<file path="config.mk">
export PLATFORM = sky130hd
export DESIGN_NAME = monochrome_pipeline_flat
export DESIGN_NICKNAME = d
export VERILOG_FILES = /design/src/rtl/monochrome_pipeline_pkg.sv /design/src/rtl/monochrome_pipeline_if.sv /design/src/rtl/monochrome_pipeline_luma_palette_map.sv /design/src/rtl/monochrome_pipeline.sv /design/src/flat_wrapper.sv
export SDC_FILE = /design/constraint.sdc
export NUM_CORES = 1
export LEC_CHECK = 0
export CORE_MARGIN = 3
export CORE_UTILIZATION = 50
export CTS_CLUSTER_SIZE = 28
export DETAILED_ROUTE_END_ITERATION = 8
export GPL_TIMING_DRIVEN = 0
export PLACE_DENSITY = 0.74
export SETUP_SLACK_MARGIN = 0.15
export SYNTH_ARGS = -nofsm -noshare
export SYNTH_HDL_FRONTEND = slang
export SYNTH_SLANG_ARGS = --single-unit
</file>
<file path="constraint.sdc">
create_clock -name clk -period 2.2 [get_ports clk]
set_input_delay 0.44 -clock clk [delete_from_list [all_inputs] [get_ports clk]]
set_output_delay 0.44 -clock clk [all_outputs]
set_load 0.02 [all_outputs]
</file>
<file path="src/rtl/monochrome_pipeline_pkg.sv">
// Shared video definitions: colour width, luma weights, palette codes, sync bundle.
package monochrome_pipeline_pkg;

  localparam int unsigned CW     = 6;
  localparam int unsigned SUM_W  = 14;
  localparam int unsigned LUMA_R = 77;
  localparam int unsigned LUMA_G = 150;
  localparam int unsigned LUMA_B = 29;

  typedef enum logic [1:0] {
    MODE_COLOUR = 2'b00,
    MODE_GREEN  = 2'b01,
    MODE_AMBER  = 2'b10,
    MODE_WHITE  = 2'b11
  } mode_e;

  typedef struct packed {
    logic hs_n;
    logic vs_n;
    logic cs_n;
  } sync_t;

  localparam sync_t SYNC_IDLE = '{hs_n: 1'b1, vs_n: 1'b1, cs_n: 1'b1};

  // Amber green gun is ~3/4 of luma; never exceeds Y, so no carry out of CW bits.
  function automatic logic [CW-1:0] amber_green(input logic [CW-1:0] y);
    return (y >> 1) + (y >> 2);
  endfunction

endpackage

</file>
<file path="src/rtl/monochrome_pipeline_if.sv">
// Pixel bus between the core colour outputs, this stage and the scandoubler.
interface monochrome_pipeline_if #(
  parameter int unsigned CW = monochrome_pipeline_pkg::CW
);
  logic          clken;
  logic [1:0]    mode;
  logic [CW-1:0] ri, gi, bi;
  logic          hsync_n_in, vsync_n_in, csync_n_in;
  logic [CW-1:0] ro, go, bo;
  logic          hsync_n_out, vsync_n_out, csync_n_out;
  logic [1:0]    mode_active;

  modport slave (
    input  clken, mode, ri, gi, bi, hsync_n_in, vsync_n_in, csync_n_in,
    output ro, go, bo, hsync_n_out, vsync_n_out, csync_n_out, mode_active
  );

  modport master (
    output clken, mode, ri, gi, bi, hsync_n_in, vsync_n_in, csync_n_in,
    input  ro, go, bo, hsync_n_out, vsync_n_out, csync_n_out, mode_active
  );
endinterface

</file>
<file path="src/rtl/monochrome_pipeline_luma_palette_map.sv">
// Combinational map from luma / raw RGB to output guns for the selected palette.
module monochrome_pipeline_luma_palette_map
  import monochrome_pipeline_pkg::*;
#(
  parameter int unsigned PW = monochrome_pipeline_pkg::CW
) (
  input  logic [PW-1:0] y_i,
  input  logic [PW-1:0] r_i,
  input  logic [PW-1:0] g_i,
  input  logic [PW-1:0] b_i,
  input  mode_e         mode_i,
  output logic [PW-1:0] r_c,
  output logic [PW-1:0] g_c,
  output logic [PW-1:0] b_c
);

  always_comb begin
    r_c = '0;
    g_c = '0;
    b_c = '0;
    unique case (mode_i)
      MODE_COLOUR: begin
        r_c = r_i;
        g_c = g_i;
        b_c = b_i;
      end
      MODE_GREEN: g_c = y_i;
      MODE_AMBER: begin
        r_c = y_i;
        g_c = (y_i >> 1) + (y_i >> 2);
      end
      MODE_WHITE: begin
        r_c = y_i;
        g_c = y_i;
        b_c = y_i;
      end
      default: ;
    endcase
  end

endmodule

</file>
<file path="src/rtl/monochrome_pipeline.sv">
// Two-stage pixel-enabled colour/monochrome stage with frame-aligned palette switching.
module monochrome_pipeline
  import monochrome_pipeline_pkg::*;
#(
  parameter int unsigned CW = monochrome_pipeline_pkg::CW
) (
  input  logic                  clk,
  input  logic                  rst_n,
  monochrome_pipeline_if.slave  bus
);

  mode_e             mode_active_q, mode1_q;
  logic              vs_prev_q;
  logic              frame_edge_c;
  logic [SUM_W-1:0]  sum_d, sum_q;
  logic [CW-1:0]     r1_q, g1_q, b1_q;
  sync_t             sync_in_c, sync1_q, sync2_q;
  logic [CW-1:0]     y_c, map_r_c, map_g_c, map_b_c;
  logic [CW-1:0]     ro_q, go_q, bo_q;
  logic              unused_sum_lsb_c;

  assign sync_in_c    = '{hs_n: bus.hsync_n_in, vs_n: bus.vsync_n_in, cs_n: bus.csync_n_in};
  assign frame_edge_c = bus.clken & vs_prev_q & ~bus.vsync_n_in;
  assign sum_d        = SUM_W'(LUMA_R * 32'(bus.ri) + LUMA_G * 32'(bus.gi) + LUMA_B * 32'(bus.bi));

  // Palette latch: only a vsync leading edge on a pixel-enabled cycle loads a new mode.
  always_ff @(posedge clk or negedge rst_n) begin
    if (!rst_n) begin
      vs_prev_q     <= 1'b1;
      mode_active_q <= MODE_COLOUR;
    end else if (bus.clken) begin
      vs_prev_q <= bus.vsync_n_in;
      if (frame_edge_c) mode_active_q <= mode_e'(bus.mode);
    end
  end

  // Stage 1: weighted luma sum plus raw colour, syncs and the palette in force.
  always_ff @(posedge clk or negedge rst_n) begin
    if (!rst_n) begin
      sum_q   <= '0;
      r1_q    <= '0;
      g1_q    <= '0;
      b1_q    <= '0;
      sync1_q <= SYNC_IDLE;
      mode1_q <= MODE_COLOUR;
    end else if (bus.clken) begin
      sum_q   <= sum_d;
      r1_q    <= bus.ri;
      g1_q    <= bus.gi;
      b1_q    <= bus.bi;
      sync1_q <= sync_in_c;
      mode1_q <= mode_active_q;
    end
  end

  assign y_c              = sum_q[SUM_W-1 -: CW];
  assign unused_sum_lsb_c = ^sum_q[SUM_W-CW-1:0];

  monochrome_pipeline_luma_palette_map #(.PW(CW)) u_map (
    .y_i    (y_c),
    .r_i    (r1_q),
    .g_i    (g1_q),
    .b_i    (b1_q),
    .mode_i (mode1_q),
    .r_c    (map_r_c),
    .g_c    (map_g_c),
    .b_c    (map_b_c)
  );

  // Stage 2: registered outputs.
  always_ff @(posedge clk or negedge rst_n) begin
    if (!rst_n) begin
      ro_q    <= '0;
      go_q    <= '0;
      bo_q    <= '0;
      sync2_q <= SYNC_IDLE;
    end else if (bus.clken) begin
      ro_q    <= map_r_c;
      go_q    <= map_g_c;
      bo_q    <= map_b_c;
      sync2_q <= sync1_q;
    end
  end

  assign bus.ro          = ro_q;
  assign bus.go          = go_q;
  assign bus.bo          = bo_q;
  assign bus.hsync_n_out = sync2_q.hs_n;
  assign bus.vsync_n_out = sync2_q.vs_n;
  assign bus.csync_n_out = sync2_q.cs_n;
  assign bus.mode_active = mode_active_q;

endmodule

</file>
<file path="src/flat_wrapper.sv">
// flat-port wrapper written by rule: the top's interface ports become plain ports
module monochrome_pipeline_flat import monochrome_pipeline_pkg::*;
#(
  parameter int unsigned CW = monochrome_pipeline_pkg::CW
)
  (clk, rst_n, bus_clken, bus_mode, bus_ri, bus_gi, bus_bi, bus_hsync_n_in, bus_vsync_n_in, bus_csync_n_in, bus_ro, bus_go, bus_bo, bus_hsync_n_out, bus_vsync_n_out, bus_csync_n_out, bus_mode_active);
  monochrome_pipeline_if #(.CW(CW)) bus_i ();
  input  logic clk;
  input  logic rst_n;
  input wire logic [$bits(bus_i.clken)-1:0] bus_clken;
  input wire logic [$bits(bus_i.mode)-1:0] bus_mode;
  input wire logic [$bits(bus_i.ri)-1:0] bus_ri;
  input wire logic [$bits(bus_i.gi)-1:0] bus_gi;
  input wire logic [$bits(bus_i.bi)-1:0] bus_bi;
  input wire logic [$bits(bus_i.hsync_n_in)-1:0] bus_hsync_n_in;
  input wire logic [$bits(bus_i.vsync_n_in)-1:0] bus_vsync_n_in;
  input wire logic [$bits(bus_i.csync_n_in)-1:0] bus_csync_n_in;
  output wire logic [$bits(bus_i.ro)-1:0] bus_ro;
  output wire logic [$bits(bus_i.go)-1:0] bus_go;
  output wire logic [$bits(bus_i.bo)-1:0] bus_bo;
  output wire logic [$bits(bus_i.hsync_n_out)-1:0] bus_hsync_n_out;
  output wire logic [$bits(bus_i.vsync_n_out)-1:0] bus_vsync_n_out;
  output wire logic [$bits(bus_i.csync_n_out)-1:0] bus_csync_n_out;
  output wire logic [$bits(bus_i.mode_active)-1:0] bus_mode_active;
  assign bus_i.clken = bus_clken;
  assign bus_i.mode = bus_mode;
  assign bus_i.ri = bus_ri;
  assign bus_i.gi = bus_gi;
  assign bus_i.bi = bus_bi;
  assign bus_i.hsync_n_in = bus_hsync_n_in;
  assign bus_i.vsync_n_in = bus_vsync_n_in;
  assign bus_i.csync_n_in = bus_csync_n_in;
  assign bus_ro = bus_i.ro;
  assign bus_go = bus_i.go;
  assign bus_bo = bus_i.bo;
  assign bus_hsync_n_out = bus_i.hsync_n_out;
  assign bus_vsync_n_out = bus_i.vsync_n_out;
  assign bus_csync_n_out = bus_i.csync_n_out;
  assign bus_mode_active = bus_i.mode_active;
  monochrome_pipeline #(.CW(CW)) u_core (.clk(clk), .rst_n(rst_n), .bus(bus_i));
endmodule
</file>
==> summary.md <==
| Metric | Value |
|---|---|
| Startpoint types | `primary input` |
| Diodes inserted | `0` |
| Worst setup margin | `-3.123 ns` |
| Cts bufs inserted | `5` |
| Core area | `8891 sq um` |
| Final setup fails | `6` |
| Seq cells post-synth | `52` |
| Worst path required time | `2.38 ns` |
| Port buffer count | `47` |
| Number of routed nets with antenna violations | `0` |
| Layout area overhead | `22.09%` |
| Max Cap Viol | `0` |
| Layout cells sized above 1 | `21.16%` |
| TritonCTS clock tree | `yes` |
| Clk_skew | `0.005233 ns` |
| Min-Delay Path Class | `in2async` |
| Via count | `3200` |
| Post-synth top cells | `inv_1 (81), ha_1 (74), dfrtp_1 (46)` |
| Compound-cell area share of the yosys netlist | `11.37%` |
| Clock Power Share | `6.4%` |
| Die W | `102.4 microns` |
| Critical path's largest stage delay | `0.57 ns` |
| Clock root buffer | `clkbuf_8` |
| Hpwl dp | `7681 microns` |
| Slowest cell on the critical path | `fa_2` |
| Tcrit/Tclk final | `241.9%` |
| Most numerous cell in the Yosys netlist | `inv_1` |
| Max FO, Critical Path | `5` |
| Tot GR Track Use | `20.07%` |
| RSZ-0062 raised after global routing | `yes` |
| I/O Pins | `49` |
| Post-Synth Simple-Gate Area | `3.745%` |
| Placement Setup Slack | `-4.173 ns` |
| CP endpoint kind | `flip-flop` |
| Pint | `0.004423 W` |
| Multiplexer share of the synthesized area | `8.324%` |
| Clk_lat worst skew | `0.30 ns` |
| Final min period | `5.323 ns` |
| Syn Inst Count | `415` |
| Row cnt | `34` |
| Initial Util | `52.24%` |
| FFs w/ async S/R, synth | `100.0%` |
| Crit Path Category | `in2reg` |
| YS warnings | `0` |
| Reg2Reg Setup Slack | `0.17 ns` |
| Post-synth top area share | `24.78%` |
| EDFF count, synth | `0` |
| Die Y | `102.4 microns` |
| Initial DRC Count | `96` |
| Routability congestion estimate from global placement | `0.8121` |
| Main flop type after synthesis | `dfrtp_1` |
| Failing checks | `negative setup slack` |
| Syn_area_per_cell | `11.19 sq um` |
| Number of global-route vias before repair | `3368` |
| WP buf/inv | `4` |
| Main combinational cell family by area after synthesis | `adder cells` |
| P per Cell Area | `1404 nW/um^2` |
| Initial antenna violation count | `0` |
| Max-slew violation count | `0` |
| Final nets | `623` |
| Leakage | `2.735 nW` |
| Relative slew slack | `58.56%` |
| Worst Path Arrival | `5.51 ns` |
| Total gr overflow | `0` |
| Final hold violations | `0` |
| Die area | `10480 sq um` |
| Clk sink count | `52` |
| Mapped Nets | `556` |
| Slew @ Worst Pin | `0.6216 ns` |
| Sequential-to-total area share from yosys stat | `28.18%` |
| DRT Pass-1 Iters | `4` |
| Synth top area cells | `dfrtp_1 (25%), ha_1 (20%), fa_1 (18%), mux2_2 (8.0%), inv_1 (6.5%)` |
| Post-Syn Area | `4644 sq um` |
| Reg2reg end | `u_core.bus.go[4]` |
| Comb power frac | `75.6%` |
| CTS clock-pin slew for the worst setup and hold paths | `0.09 ns` |
| VDD IR max | `0.9536 mV` |
| R2R depth | `9` |
| Achievable Freq | `187.9 MHz` |
| Sw Share | `44.45%` |
| XOR/XNOR share of the synthesized area | `3.125%` |
| # hold bufs at CTS | `0` |
| Outcome | `complete, but fails checks` |
| Flop pwr share | `18.0%` |
| Distinct cells, synth | `41` |
| Clock buffer depth | `2` |
| Setup TNS | `-18.11 ns` |
| Worst-path cell chain | `buf_12 -> ha_4 -> ha_4 -> fa_2 -> inv_1 -> fa_2 -> nor2b_1 -> o21ai_0 -> nand2b_1 -> xor2_2 -> fa_1 -> fa_1 -> inv_1 -> fa_1 -> inv_1 -> ha_4 -> a21oi_2 -> nor2b_1 -> a311o_2 -> a21oi_2 -> xnor2_1 -> mux2_4` |
| Delay-heaviest family, CP | `adder cells` |
| Sw power | `0.003539 W` |
| Via-to-Cell Ratio | `5.424` |
| Avg WL per Cell | `16.37 microns` |
| Worst R2R Start | `u_core.sum_q[9]` |
| Adder-cell share of the synthesized area | `37.61%` |
| DRC Markers | `0` |
| Total Wirelength | `9658 microns` |
| Yosys top cell by area | `dfrtp_1` |
| Fillcell total | `726` |
| Largest net degree at the start of global routing | `41` |
| H-Tree Depth | `2` |
| First-pass GRT wire length | `16510 microns` |
## metrics by stage
step	instances	utilization [%]	area (sq um)	power [W]	hold slack [ns]
floorplan	415	-	4706	0.005114	0.1444
global placement	570	59.74	5311	0.006128	0.4668
detailed placement	571	59.91	5326	0.006350	0.3505
CTS	588	62.64	5569	0.007446	0.02313
global route	590	63.78	5670	0.008794	0.02419
finish	590	63.78	5670	0.007961	0.01600
## power by group through the flow
stage / Combinational, W / Clock (W) / Sequential [W]
after floorplan: 0.00355 / 0 / 0.00156
after global routing: 0.00676 / 0.000568 / 0.00147
after global placement: 0.00467 / 0 / 0.00146
final: 0.00602 / 0.000510 / 0.00143
after detailed placement: 0.00488 / 0 / 0.00147
after CTS: 0.00549 / 0.000524 / 0.00143
## repair_timing
action | in CTS | in global routing
setup buffers | 10 | 2
setup endpoints to repair | 8 | 9
pin swaps | 19 | 20
cloned | 0 | 0
gates resized for setup | 52 | 17
## cell type report
cell class              instances  area (sq um)  share of cell area, %
plain buffers                   9         51.30                 0.9047
clock buffers                   6         72.57                  1.280
clock inverters                 1         5.005                0.08826
inverters                      81         304.0                  5.362
multi-input cells             273          3196                  56.35
flip-flops and latches         52          1311                  23.12
well taps                     108         135.1                  2.383
repair buffers                 60         595.6                  10.50
## state kept, by name, summed over array words and instances, names as in the netlist
name                    count
u_core.bus.bo               6
u_core.bus.csync_n_out      1
u_core.bus.ro               6
u_core.sync1_q              3
u_core.bus.go               6
u_core.b1_q                 6
u_core.sum_q                6
u_core.r1_q                 6
u_core.bus.vsync_n_out      1
u_core.g1_q                 6
u_core.bus.hsync_n_out      1
u_core.bus.mode_active      2
u_core.mode1_q              2
## cells by family (layout without fill, tap and decap cells)
group                    count (synthesis)  count (layout)
AO/OA/AOI/OAI                           75              75
XOR/XNOR                                15              15
adder cells (fa/ha/maj)                115             115
buffers and inverters                   90             157
flip-flops                              52              52
multiplexers                            34              34
AND/OR/NAND/NOR                         34              34
## how the worst max path moves through the flow
stage | endpoint | slack [ns] | depth (start not counted) | start
finish | u_core.sum_q[11] | -3.12 | 22 | bus_gi[4]
global route | u_core.sum_q[11] | -3.33 | 22 | bus_gi[3]
CTS | u_core.sum_q[12] | -3.34 | 22 | bus_gi[3]
detailed placement | u_core.sum_q[12] | -4.17 | 22 | bus_gi[0]
global placement | u_core.sum_q[12] | -4.10 | 22 | bus_gi[0]
floorplan | u_core.sum_q[11] | -3.17 | 21 | bus_gi[3]
## routing by layer
layer	part of all wire (%)	GRT usage (%)
met5	0	0
met3	2.8	2.799
met1	47	28.74
met2	49	33.33
met4	1.1	3.027
## cell usage in the layout (no fill, tap or decap), drive strengths merged, types with 9 or more instances in the layout
master         Yosys  final
o21ai             17     17
fa                41     41
o2bb2ai           13     13
clkdlybuf4s50      0     37
a22oi             16     16
nand2              9      9
dfrtp             46     46
clkbuf             8     15
ha                74     74
a21oi             14     14
buf                1     19
inv               81     81
mux2              34     34
(Power assumes the default switching activity.)
